==> src/rtl/sample_source_pkg.sv <==
// Shared encodings for the strobed sample generator: mode codes, FSM states,
// LFSR seed/taps and square-wave half period.
package sample_source_pkg;

    typedef enum logic [1:0] {
        MODE_CONST  = 2'b00,
        MODE_RAMP   = 2'b01,
        MODE_SQUARE = 2'b10,
        MODE_LFSR   = 2'b11
    } mode_e;

    typedef enum logic {
        IDLE = 1'b0,
        RUN  = 1'b1
    } state_e;

    localparam logic [9:0] LFSR_SEED   = 10'h001;
    localparam int         LFSR_TAP_HI = 9;
    localparam int         LFSR_TAP_LO = 6;

    localparam int SQ_HALF  = 8;
    localparam int SQ_CNT_W = $clog2(SQ_HALF);

    // x^10 + x^7 + 1, shifting left with feedback into bit 0
    function automatic logic [9:0] lfsr_step(input logic [9:0] s);
        return {s[8:0], s[LFSR_TAP_HI] ^ s[LFSR_TAP_LO]};
    endfunction

endpackage

==> src/rtl/sample_source_lfsr.sv <==
// 10-bit Fibonacci LFSR with advance enable; o_next is the value the register
// will take on the next advance.
module sample_source_lfsr
    import sample_source_pkg::*;
(
    input  logic       clk,
    input  logic       rst_n,
    input  logic       i_adv,
    output logic [9:0] o_next
);

    logic [9:0] r_lfsr;

    assign o_next = lfsr_step(r_lfsr);

    always_ff @(posedge clk or negedge rst_n) begin
        if (!rst_n) begin
            r_lfsr <= LFSR_SEED;
        end else if (i_adv) begin
            r_lfsr <= o_next;
        end
    end

endmodule

==> src/rtl/sample_source.sv <==
// Strobed sample generator: constant / ramp / square / LFSR samples at a
// programmable strobe period. Optional burst mode under SAMPLE_SOURCE_BURST_EN.
//
//   state | meaning
//   IDLE  | no strobes; data_o holds last sample, generator state kept
//   RUN   | divider counts; one strobe every period+1 cycles
module sample_source
    import sample_source_pkg::*;
#(
    parameter int DATA_LEN  = 10,
    parameter int DIV_WIDTH = 8
) (
    input  logic                 clk,
    input  logic                 rst_n,
    input  logic                 enable_i,
    input  logic [1:0]           mode_i,
    input  logic [DIV_WIDTH-1:0] period_i,
    input  logic [DATA_LEN-1:0]  amplitude_i,
`ifdef SAMPLE_SOURCE_BURST_EN
    input  logic [7:0]           burst_len_i,
    output logic                 done_o,
`endif
    output logic [DATA_LEN-1:0]  data_o,
    output logic                 strobe_o,
    output logic                 busy_o
);

    state_e                r_state;
    state_e                w_state_nxt;
    logic [DIV_WIDTH-1:0]  r_div;
    logic [DIV_WIDTH-1:0]  w_div_nxt;
    logic [DIV_WIDTH-1:0]  r_period;
    logic [DIV_WIDTH-1:0]  w_period_nxt;
    logic                  w_tick;
    logic                  w_hold;
    logic                  w_burst_end;

    logic [DATA_LEN-1:0]   r_data;
    logic                  r_strobe;
    logic                  r_busy;

    logic [DATA_LEN-1:0]   r_ramp;
    logic [DATA_LEN-1:0]   w_ramp_nxt;
    logic                  r_phase;
    logic                  w_phase_nxt;
    logic [SQ_CNT_W-1:0]   r_sq_cnt;
    logic [SQ_CNT_W-1:0]   w_sq_cnt_nxt;
    logic [DATA_LEN-1:0]   w_sample;
    logic                  w_lfsr_adv;
    logic [9:0]            w_lfsr_next;
    logic [DATA_LEN-1:0]   w_lfsr_mask;

    sample_source_lfsr u_lfsr (
        .clk    (clk),
        .rst_n  (rst_n),
        .i_adv  (w_lfsr_adv),
        .o_next (w_lfsr_next)
    );

    assign w_lfsr_mask = DATA_LEN'(w_lfsr_next) & amplitude_i;

    always_comb begin
        w_state_nxt  = r_state;
        w_div_nxt    = r_div;
        w_period_nxt = r_period;
        w_tick       = 1'b0;
        unique case (r_state)
            IDLE: begin
                if (enable_i && !w_hold) begin
                    w_state_nxt  = RUN;
                    w_div_nxt    = '0;
                    w_period_nxt = period_i;
                end
            end
            RUN: begin
                if (!enable_i) begin
                    w_state_nxt = IDLE;
                    w_div_nxt   = '0;
                end else if (r_div == r_period) begin
                    w_div_nxt    = '0;
                    w_period_nxt = period_i;
                    w_tick       = 1'b1;
                    if (w_burst_end) begin
                        w_state_nxt = IDLE;
                    end
                end else begin
                    w_div_nxt = r_div + 1'b1;
                end
            end
            default: w_state_nxt = IDLE;
        endcase
    end

    // Only the selected generator advances, so others resume where they left off
    always_comb begin
        w_sample     = amplitude_i;
        w_ramp_nxt   = r_ramp;
        w_phase_nxt  = r_phase;
        w_sq_cnt_nxt = r_sq_cnt;
        w_lfsr_adv   = 1'b0;
        unique case (mode_i)
            MODE_CONST: begin
                w_sample = amplitude_i;
            end
            MODE_RAMP: begin
                w_sample   = r_ramp;
                w_ramp_nxt = (r_ramp >= amplitude_i) ? '0 : r_ramp + 1'b1;
            end
            MODE_SQUARE: begin
                w_sample = r_phase ? amplitude_i : '0;
                if (r_sq_cnt == SQ_CNT_W'(SQ_HALF - 1)) begin
                    w_sq_cnt_nxt = '0;
                    w_phase_nxt  = ~r_phase;
                end else begin
                    w_sq_cnt_nxt = r_sq_cnt + 1'b1;
                end
            end
            MODE_LFSR: begin
                w_sample   = w_lfsr_mask;
                w_lfsr_adv = w_tick;
            end
            default: w_sample = amplitude_i;
        endcase
    end

    always_ff @(posedge clk or negedge rst_n) begin
        if (!rst_n) begin
            r_state  <= IDLE;
            r_div    <= '0;
            r_period <= '0;
            r_data   <= '0;
            r_strobe <= 1'b0;
            r_busy   <= 1'b0;
            r_ramp   <= '0;
            r_phase  <= 1'b0;
            r_sq_cnt <= '0;
        end else begin
            r_state  <= w_state_nxt;
            r_div    <= w_div_nxt;
            r_period <= w_period_nxt;
            r_strobe <= w_tick;
            r_busy   <= (w_state_nxt == RUN);
            if (w_tick) begin
                r_data   <= w_sample;
                r_ramp   <= w_ramp_nxt;
                r_phase  <= w_phase_nxt;
                r_sq_cnt <= w_sq_cnt_nxt;
            end
        end
    end

`ifdef SAMPLE_SOURCE_BURST_EN
    logic [7:0] r_burst_len;
    logic [7:0] r_burst_cnt;
    logic       r_wait_low;
    logic       r_last;
    logic       r_done;

    assign w_hold      = r_wait_low;
    assign w_burst_end = (r_burst_len != 8'd0) && (r_burst_cnt == r_burst_len - 8'd1);

    // r_wait_low blocks restart until enable_i has been seen low after a burst
    always_ff @(posedge clk or negedge rst_n) begin
        if (!rst_n) begin
            r_burst_len <= '0;
            r_burst_cnt <= '0;
            r_wait_low  <= 1'b0;
            r_last      <= 1'b0;
            r_done      <= 1'b0;
        end else begin
            r_last <= w_tick & w_burst_end;
            r_done <= r_last;
            if (r_state == IDLE) begin
                r_burst_cnt <= '0;
                if (enable_i && !r_wait_low) begin
                    r_burst_len <= burst_len_i;
                end
            end else if (w_tick) begin
                r_burst_cnt <= r_burst_cnt + 8'd1;
            end
            if (!enable_i) begin
                r_wait_low <= 1'b0;
            end else if (w_tick && w_burst_end) begin
                r_wait_low <= 1'b1;
            end
        end
    end

    assign done_o = r_done;
`else
    assign w_hold      = 1'b0;
    assign w_burst_end = 1'b0;
`endif

    assign data_o   = r_data;
    assign strobe_o = r_strobe;
    assign busy_o   = r_busy;

endmodule

==> config.mk <==
export PLATFORM = sky130hd
export DESIGN_NAME = sample_source
export DESIGN_NICKNAME = d
export VERILOG_FILES = /design/src/rtl/sample_source_pkg.sv /design/src/rtl/sample_source_lfsr.sv /design/src/rtl/sample_source.sv
export SDC_FILE = /design/constraint.sdc
export NUM_CORES = 1
export LEC_CHECK = 0
export CAP_MARGIN = 30
export CORE_MARGIN = 2
export CORE_UTILIZATION = 50
export DETAILED_ROUTE_END_ITERATION = 16
export DONT_BUFFER_PORTS = 1
export GPL_ROUTABILITY_DRIVEN = 0
export PLACE_DENSITY_LB_ADDON = 0.15
export SYNTH_ARGS = -nofsm -noshare
export SYNTH_HDL_FRONTEND = slang
export SYNTH_SLANG_ARGS = --single-unit
==> constraint.sdc <==
create_clock -name clk -period 2.5 [get_ports clk]
set_clock_uncertainty 0.2 [all_clocks]
set_input_delay 0.625 -clock clk [delete_from_list [all_inputs] [get_ports clk]]
set_output_delay 0.625 -clock clk [all_outputs]
set_load 0.05 [all_outputs]
==> results.py, run 1 <==
metrics = {
    "status": {
        "status": "completed",
    },
    "grt": {
        "track_usage_pct": 19.8,
        "grt_overflow": 0,
        "grt_pass1_vias": 2001,
        "grt_max_degree": 53,
        "antenna_found_initial": 0,
        "grt_first_pass_wirelength_um": 9840,
    },
    "sta": {
        "slew_violations": 0,
        "hold_viol": 0,
        "period_needed_ps": 2230,
        "finalCritPeriodShare_pct": 89.2,
        "relSlewSlack_pct": 67.5,
        "worst_pin_slew_ps": 487,
        "fin_setup_tns_ps": 0,
        "max_freq_ghz": 0.449,
        "rsz0062_at_grt": "false",
        "fin_ws_ps": 271,
        "setup_viol": 0,
    },
    "clock_tree": {
        "numCtsBuffers": 5,
        "cts_num_sinks": 52,
        "cts_tree": "yes",
        "h-tree-depth": 2,
        "clk_pin_slew_worst_paths_ps": 90,
        "root_buffer": "clkbuf_8",
        "cts_resized": 0,
        "clock_path_buffers": 2,
        "clk_latency_ps": 310,
    },
    "setup_path": {
        "critPathLaunchType": "flop",
        "path_class": "reg -> reg",
        "critPathRequiredTime_ps": 2510,
        "reg2regPathDepth": 8,
        "r2r-start": "r_ramp[0]",
        "regToRegSetupSlack_ps": 270,
        "cp_max_fo": 10,
        "crit_start": "r_ramp[0]",
        "cp.arrival_ps": 2240,
        "r2r_end": "r_ramp[3]",
        "critPathCaptureType": "flop",
    },
    "synth": {
        "ys.flop_type": "dfrtp_1",
        "synth_nets": 305,
        "avgSynthCellArea_sq_um": 10.8,
        "ys_async_sr_fraction_pct": 100,
        "ys_ff_latch": 52,
        "yosysSeqAreaShare_pct": 44.9,
        "synth_area_sq_um": 2900,
        "synth_cells": 268,
        "synth_enable_flop_cells": 0,
        "yosysWarnings": 0,
        "synth_cell_types": 46,
    },
    "drt": {
        "wl_per_cell_um": 16.4,
        "drtIter0Drc": 71,
        "vias_per_cell": 5.72,
        "dr.pass1.iters": 4,
        "drtAntennaViolNets": 0,
        "totalWireLength_um": 5750,
        "drc_errors": 0,
        "vias": 2003,
    },
    "power_and_ir_drop": {
        "pwr-share-clk_pct": 34.1,
        "internal-power_uw": 1270,
        "p_leak_uw": 0.00149,
        "pwr-share-seq_pct": 55.2,
        "worst_ir_drop_vdd_v": 0.000389,
        "sw_frac_of_total_pct": 26.1,
        "combPwrFrac_pct": 10.6,
        "switchingPower_uw": 448,
        "power_density_nw_per_um2": 541,
    },
    "cells_and_area": {
        "drive_above_1_share_pct": 19.8,
        "regArea_sq_um": 1300,
        "fillers": 498,
        "multiInputGateArea_sq_um": 1500,
        "final_cell_mix": "51 x dfrtp_1, 27 x mux2_2, 17 x nand2_1, 14 x inv_1, 14 x ha_1",
        "diodes": 0,
        "fin_nets": 314,
        "layout_commonest_cell": "dfrtp_1",
        "area_delta_synth_final_pct": 9.20,
    },
    "die": {
        "fp-row-count": 27,
        "core_sq_um": 5540,
        "ioPinCount": 35,
        "dieWidth_um": 80.1,
        "die_area_sq_um": 6420,
        "dieHeight_um": 80.1,
        "start_util_pct": 52.3,
    },
    "hold_path": {
        "hp-class": "in -> reg",
        "hold_end": "busy_o",
        "whs_path_depth": 0,
        "worstHoldStart": "enable_i",
    },
    "place": {
        "pre_cts_slack_ps": 170,
        "port-buffer-count": 0,
        "dp_hpwl_um": 4130,
    },
    "run": {
        "cap_violations": 0,
    },
}
==> worst max-delay path, stage by stage (launching register included) <==
cell and delay (ps):
dfrtp_1 450, inv_1 70, ha_1 260, nand2b_1 140, a211oi_1 290, o311a_1 210
nand4b_1 110, buf_4 180, o31ai_1 240
==> synthesized netlist by cell type (all sizes together), types with 3 or more instances <==
library cell / number / area share (%)
nand4: 3 / 0.65
clkbuf: 3 / 0.39
and3: 5 / 1.1
nor2: 5 / 0.65
nor2b: 5 / 1.1
nand2: 17 / 2.2
nor3b: 4 / 1.2
nand2b: 5 / 1.1
o31ai: 4 / 1.2
xnor2: 7 / 2.1
a21o: 4 / 1.0
nand3: 6 / 1.2
o22ai: 13 / 2.8
ha: 14 / 6.0
o211ai: 4 / 1.0
mux2i: 10 / 3.5
mux2: 30 / 12
buf: 6 / 0.99
o21ai: 10 / 1.7
xor2: 5 / 1.5
dfrtp: 51 / 44
inv: 14 / 1.8
a21oi: 13 / 2.2
and2: 6 / 1.3
a22oi: 5 / 1.3
==> how the worst max path moves through the flow <==
stage	slack, ps	end	depth (start not counted)
after global placement	230	r_ramp[3]	7
after CTS	290	r_ramp[3]	8
after detailed placement	170	r_ramp[3]	7
after global routing	50	r_ramp[3]	8
after floorplan	130	r_ramp[3]	7
final	270	r_ramp[3]	8
==> flip-flops by register name, summed over array words and instances (netlist names) <==
| name | cells |
|---|---|
| data_o | 10 |
| strobe_o | 1 |
| busy_o | 1 |
| r_period | 8 |
| r_div | 8 |
| u_lfsr.r_lfsr | 10 |
| r_sq_cnt | 3 |
| r_phase | 1 |
| r_ramp | 10 |
==> per-stage QoR <==
stage / total power (uW) / hold WS [ps] / utilization, % / area, sq um / instances
6_report: 1710 / 143 / 57.1 / 3160 / 350
4_1_cts: 1730 / 129 / 57.1 / 3160 / 350
3_3_place_gp: 1120 / 131 / 54.4 / 3020 / 340
2_1_floorplan: 1090 / 129 / - / 2900 / 268
5_1_grt: 1790 / 117 / 57.1 / 3160 / 350
3_5_place_dp: 1120 / 131 / 54.4 / 3020 / 340
==> metal layers <==
layer  vias up  track usage, %  part of all wire (%)
met5         -               0                     0
met4         0            5.93                   1.2
met3         6            4.83                   4.0
met2        30            31.8                    46
met1       978            26.5                    49
li1        989               -                     -
==> cell families after synthesis <==
family	after synthesis	synth area share [%]
xor+xnor	12	3.63
compound gates	60	13.4
fa+ha+maj	14	6.04
buf+inv	23	3.19
mux	40	15.5
simple gates	67	13.3
flops	52	44.9
==> power groups by stage <==
stage	clock, uW	sequential (uW)	combinational (uW)
floorplan	0	956	138
global placement	0	962	154
detailed placement	0	963	159
CTS	602	946	184
global route	632	953	207
finish	585	946	182
==> cell type report <==
type                    instances  share of cell area (%)
repair buffers                 11                    3.32
clock inverters                 3                    1.34
inverters                      14                    1.66
well taps                      72                    2.85
clock buffers                   5                    2.17
flip-flops and latches         52                    41.2
multi-input cells             193                    47.5
==> what timing repair did <==
action,CTS,global route
hold buffers,2,0
hold endpoints to repair,52,0
buffers inserted,0,0
Power figures use the tool's default switching activity.
==> run 2: changes to the inputs <==
--- a/config.mk
+++ b/config.mk
@@ -11,6 +11,7 @@
 export DETAILED_ROUTE_END_ITERATION = 16
 export DONT_BUFFER_PORTS = 1
 export GPL_ROUTABILITY_DRIVEN = 0
+export GPL_TIMING_DRIVEN = 1
 export PLACE_DENSITY_LB_ADDON = 0.15
 export SYNTH_ARGS = -nofsm -noshare
 export SYNTH_HDL_FRONTEND = slang
==> results of run 2 <==
Same layout as run 1: the final DEF is identical, and so are final timing and power.
==> run 3: changes to the inputs <==
--- a/config.mk
+++ b/config.mk
@@ -5,7 +5,9 @@
 export SDC_FILE = /design/constraint.sdc
 export NUM_CORES = 1
 export LEC_CHECK = 0
+export ABC_CLOCK_PERIOD_IN_PS = 2500
 export CAP_MARGIN = 30
+export CORE_ASPECT_RATIO = 1.75
 export CORE_MARGIN = 2
 export CORE_UTILIZATION = 50
 export DETAILED_ROUTE_END_ITERATION = 16
==> run 3 against run 2 <==
Combinational power increased by 3%. Sequential share of layout area fell by 0.31 points. Die area rose by 0.36%. Clock-buffer cell count rose by 1. Wire length up 7.4%. Via count up 2.0%. Maximum frequency increased by 3.6%. Largest cell class unchanged. Largest power group unchanged.
==> results.py, run 3 (synthesized netlist as in run 1, its figures left out) <==
metrics = {
    "drt": {
        "wl_per_cell_um": 17.3,
        "totalWireLength_um": 6180,
        "drc_errors": 0,
        "met3_length_um": 343,
        "drtAntennaViolNets": 0,
        "wl_met1_um": 2290,
        "vias": 2043,
        "dr.max_layer_used": "met4",
        "dr.pass1.iters": 4,
        "vias_per_cell": 5.72,
        "drtIter0Drc": 78,
        "met2_wirelength_um": 3400,
    },
    "setup_path": {
        "worst-path-stages": 5,
        "r2r-start": "r_div[5]",
        "r2r_end": "r_sq_cnt[0]",
        "crit_family": "simple AND/OR/NAND/NOR gates",
        "cpPeakStageDelay_ps": 440,
        "cp-endpoint": "r_sq_cnt[0]",
        "critPathLaunchType": "flop",
        "path_cells": "xnor2_1, and4_1, nand3_2, or3b_4, mux2_4",
        "path_class": "reg -> reg",
        "critPathRequiredTime_ps": 2490,
        "cp.arrival_ps": 2140,
        "critical_path_buf_inv_count": 0,
        "crit_start": "r_div[5]",
        "regToRegSetupSlack_ps": 350,
        "cp_max_fo": 6,
        "reg2regPathDepth": 5,
        "critPathCaptureType": "flop",
        "crit_slowest_cell": "dfrtp_1",
    },
    "run": {
        "cap_violations": 0,
    },
    "sta": {
        "finalCritPeriodShare_pct": 86.1,
        "max_freq_ghz": 0.465,
        "relSlewSlack_pct": 55.3,
        "worst_pin_slew_ps": 670,
        "slew_violations": 0,
        "period_needed_ps": 2150,
        "hold_viol": 0,
        "fin_setup_tns_ps": 0,
        "rsz0062_at_grt": "false",
        "setup_viol": 0,
    },
    "power_and_ir_drop": {
        "pwr-share-clk_pct": 33.4,
        "switchingPower_uw": 431,
        "worst_ir_drop_vdd_v": 0.000363,
        "combPwrFrac_pct": 11.0,
        "total_power_uw": 1700,
        "internal-power_uw": 1270,
        "power_density_nw_per_um2": 533,
        "sw_frac_of_total_pct": 25.4,
        "p_leak_uw": 0.00150,
        "pwr-share-seq_pct": 55.6,
    },
    "status": {
        "status": "completed",
    },
    "place": {
        "dp_hpwl_um": 4630,
        "port-buffer-count": 0,
        "dp.cells": 347,
    },
    "grt": {
        "grt_max_degree": 53,
        "grt_first_pass_wirelength_um": 9970,
        "grt_overflow": 0,
        "grt_pass1_vias": 2099,
        "antenna_found_initial": 0,
        "track_usage_pct": 20.6,
    },
    "cells_and_area": {
        "final_cell_mix": "51 x dfrtp_1, 27 x mux2_2, 17 x nand2_1, 14 x inv_1, 14 x ha_1",
        "fin_nets": 317,
        "final_util_pct": 57.1,
        "diodes": 0,
        "area_delta_synth_final_pct": 10.0,
        "layout_commonest_cell": "dfrtp_1",
        "fillers": 525,
        "multiInputGateArea_sq_um": 1500,
        "regArea_sq_um": 1300,
        "fin_cells": 357,
        "drive_above_1_share_pct": 20.3,
    },
    "clock_tree": {
        "numCtsBuffers": 5,
        "clk_pin_slew_worst_paths_ps": 90,
        "cts_tree": "yes",
        "root_buffer": "clkbuf_8",
        "cts_num_sinks": 52,
        "h-tree-depth": 2,
        "clk_latency_ps": 300,
        "clock_path_buffers": 2,
    },
    "die": {
        "start_util_pct": 51.9,
        "dieHeight_um": 105,
        "ioPinCount": 35,
        "dieWidth_um": 61.5,
        "die_area_sq_um": 6440,
        "core_sq_um": 5590,
        "fp-row-count": 36,
    },
    "hold_path": {
        "hp-class": "in -> reg",
    },
}
## run 3: cell count changes in the layout (fill, tap and decap cells not counted), sizes merged
cell / before / now
clkbuf: 5 / 6
buf: 10 / 13
clkinvlp: 1 / 0
## run 3: worst min-delay path by stage
| stage | from | to | slack (ps) | cells after the start |
|---|---|---|---|---|
| after global placement | rst_n | u_lfsr.r_lfsr[7] | 130 | 0 |
| after floorplan | rst_n | busy_o | 130 | 0 |
| after global routing | enable_i | busy_o | 130 | 0 |
| after detailed placement | rst_n | u_lfsr.r_lfsr[7] | 130 | 0 |
| after CTS | enable_i | busy_o | 140 | 0 |
| final | enable_i | busy_o | 150 | 0 |
## run 3: worst register-to-register path, stage by stage (launching register included)
cell     delay [ps]
dfrtp_1         440
xnor2_1         210
and4_1          300
nand3_2         150
or3b_4          440
mux2_4          310
## run 3: final cells by class
type                       instances  area share, %
inverter                          14           1.65
clock inverter                     2           1.10
tap                               76           2.98
sequential                        52           40.9
timing repair buffer              14           4.00
clock buffer                       6           2.28
multi-input combinational        193           47.1
## run 3: stage by stage
stage | hold WS, ps | instance area, sq um | setup slack (ps)
final | 147 | 3190 | 348
after global routing | 132 | 3190 | 179
after CTS | 139 | 3190 | 351
after detailed placement | 131 | 3040 | 176
after global placement | 131 | 3040 | 224
after floorplan | 129 | 2900 | 133
## run 3: power by group through the flow
stage	logic [uW]	registers (uW)	clock network, uW
floorplan	138	956	0
global placement	161	960	0
finish	187	945	567
CTS	189	945	587
detailed placement	165	962	0
global route	213	951	622
## run 3: metal layers
layer  up-vias  track usage [%]
met2        40             36.2
li1        997                -
met1       997             22.9
met5         -                0
met3         9             5.07
met4         0             7.14
## run 3: repair_timing
action | CTS | global route
gates resized for setup | 0 | 0
setup endpoints to repair | 0 | 0
hold endpoints to repair | 52 | 0
hold buffers | 2 | 0
setup buffers | 0 | 0
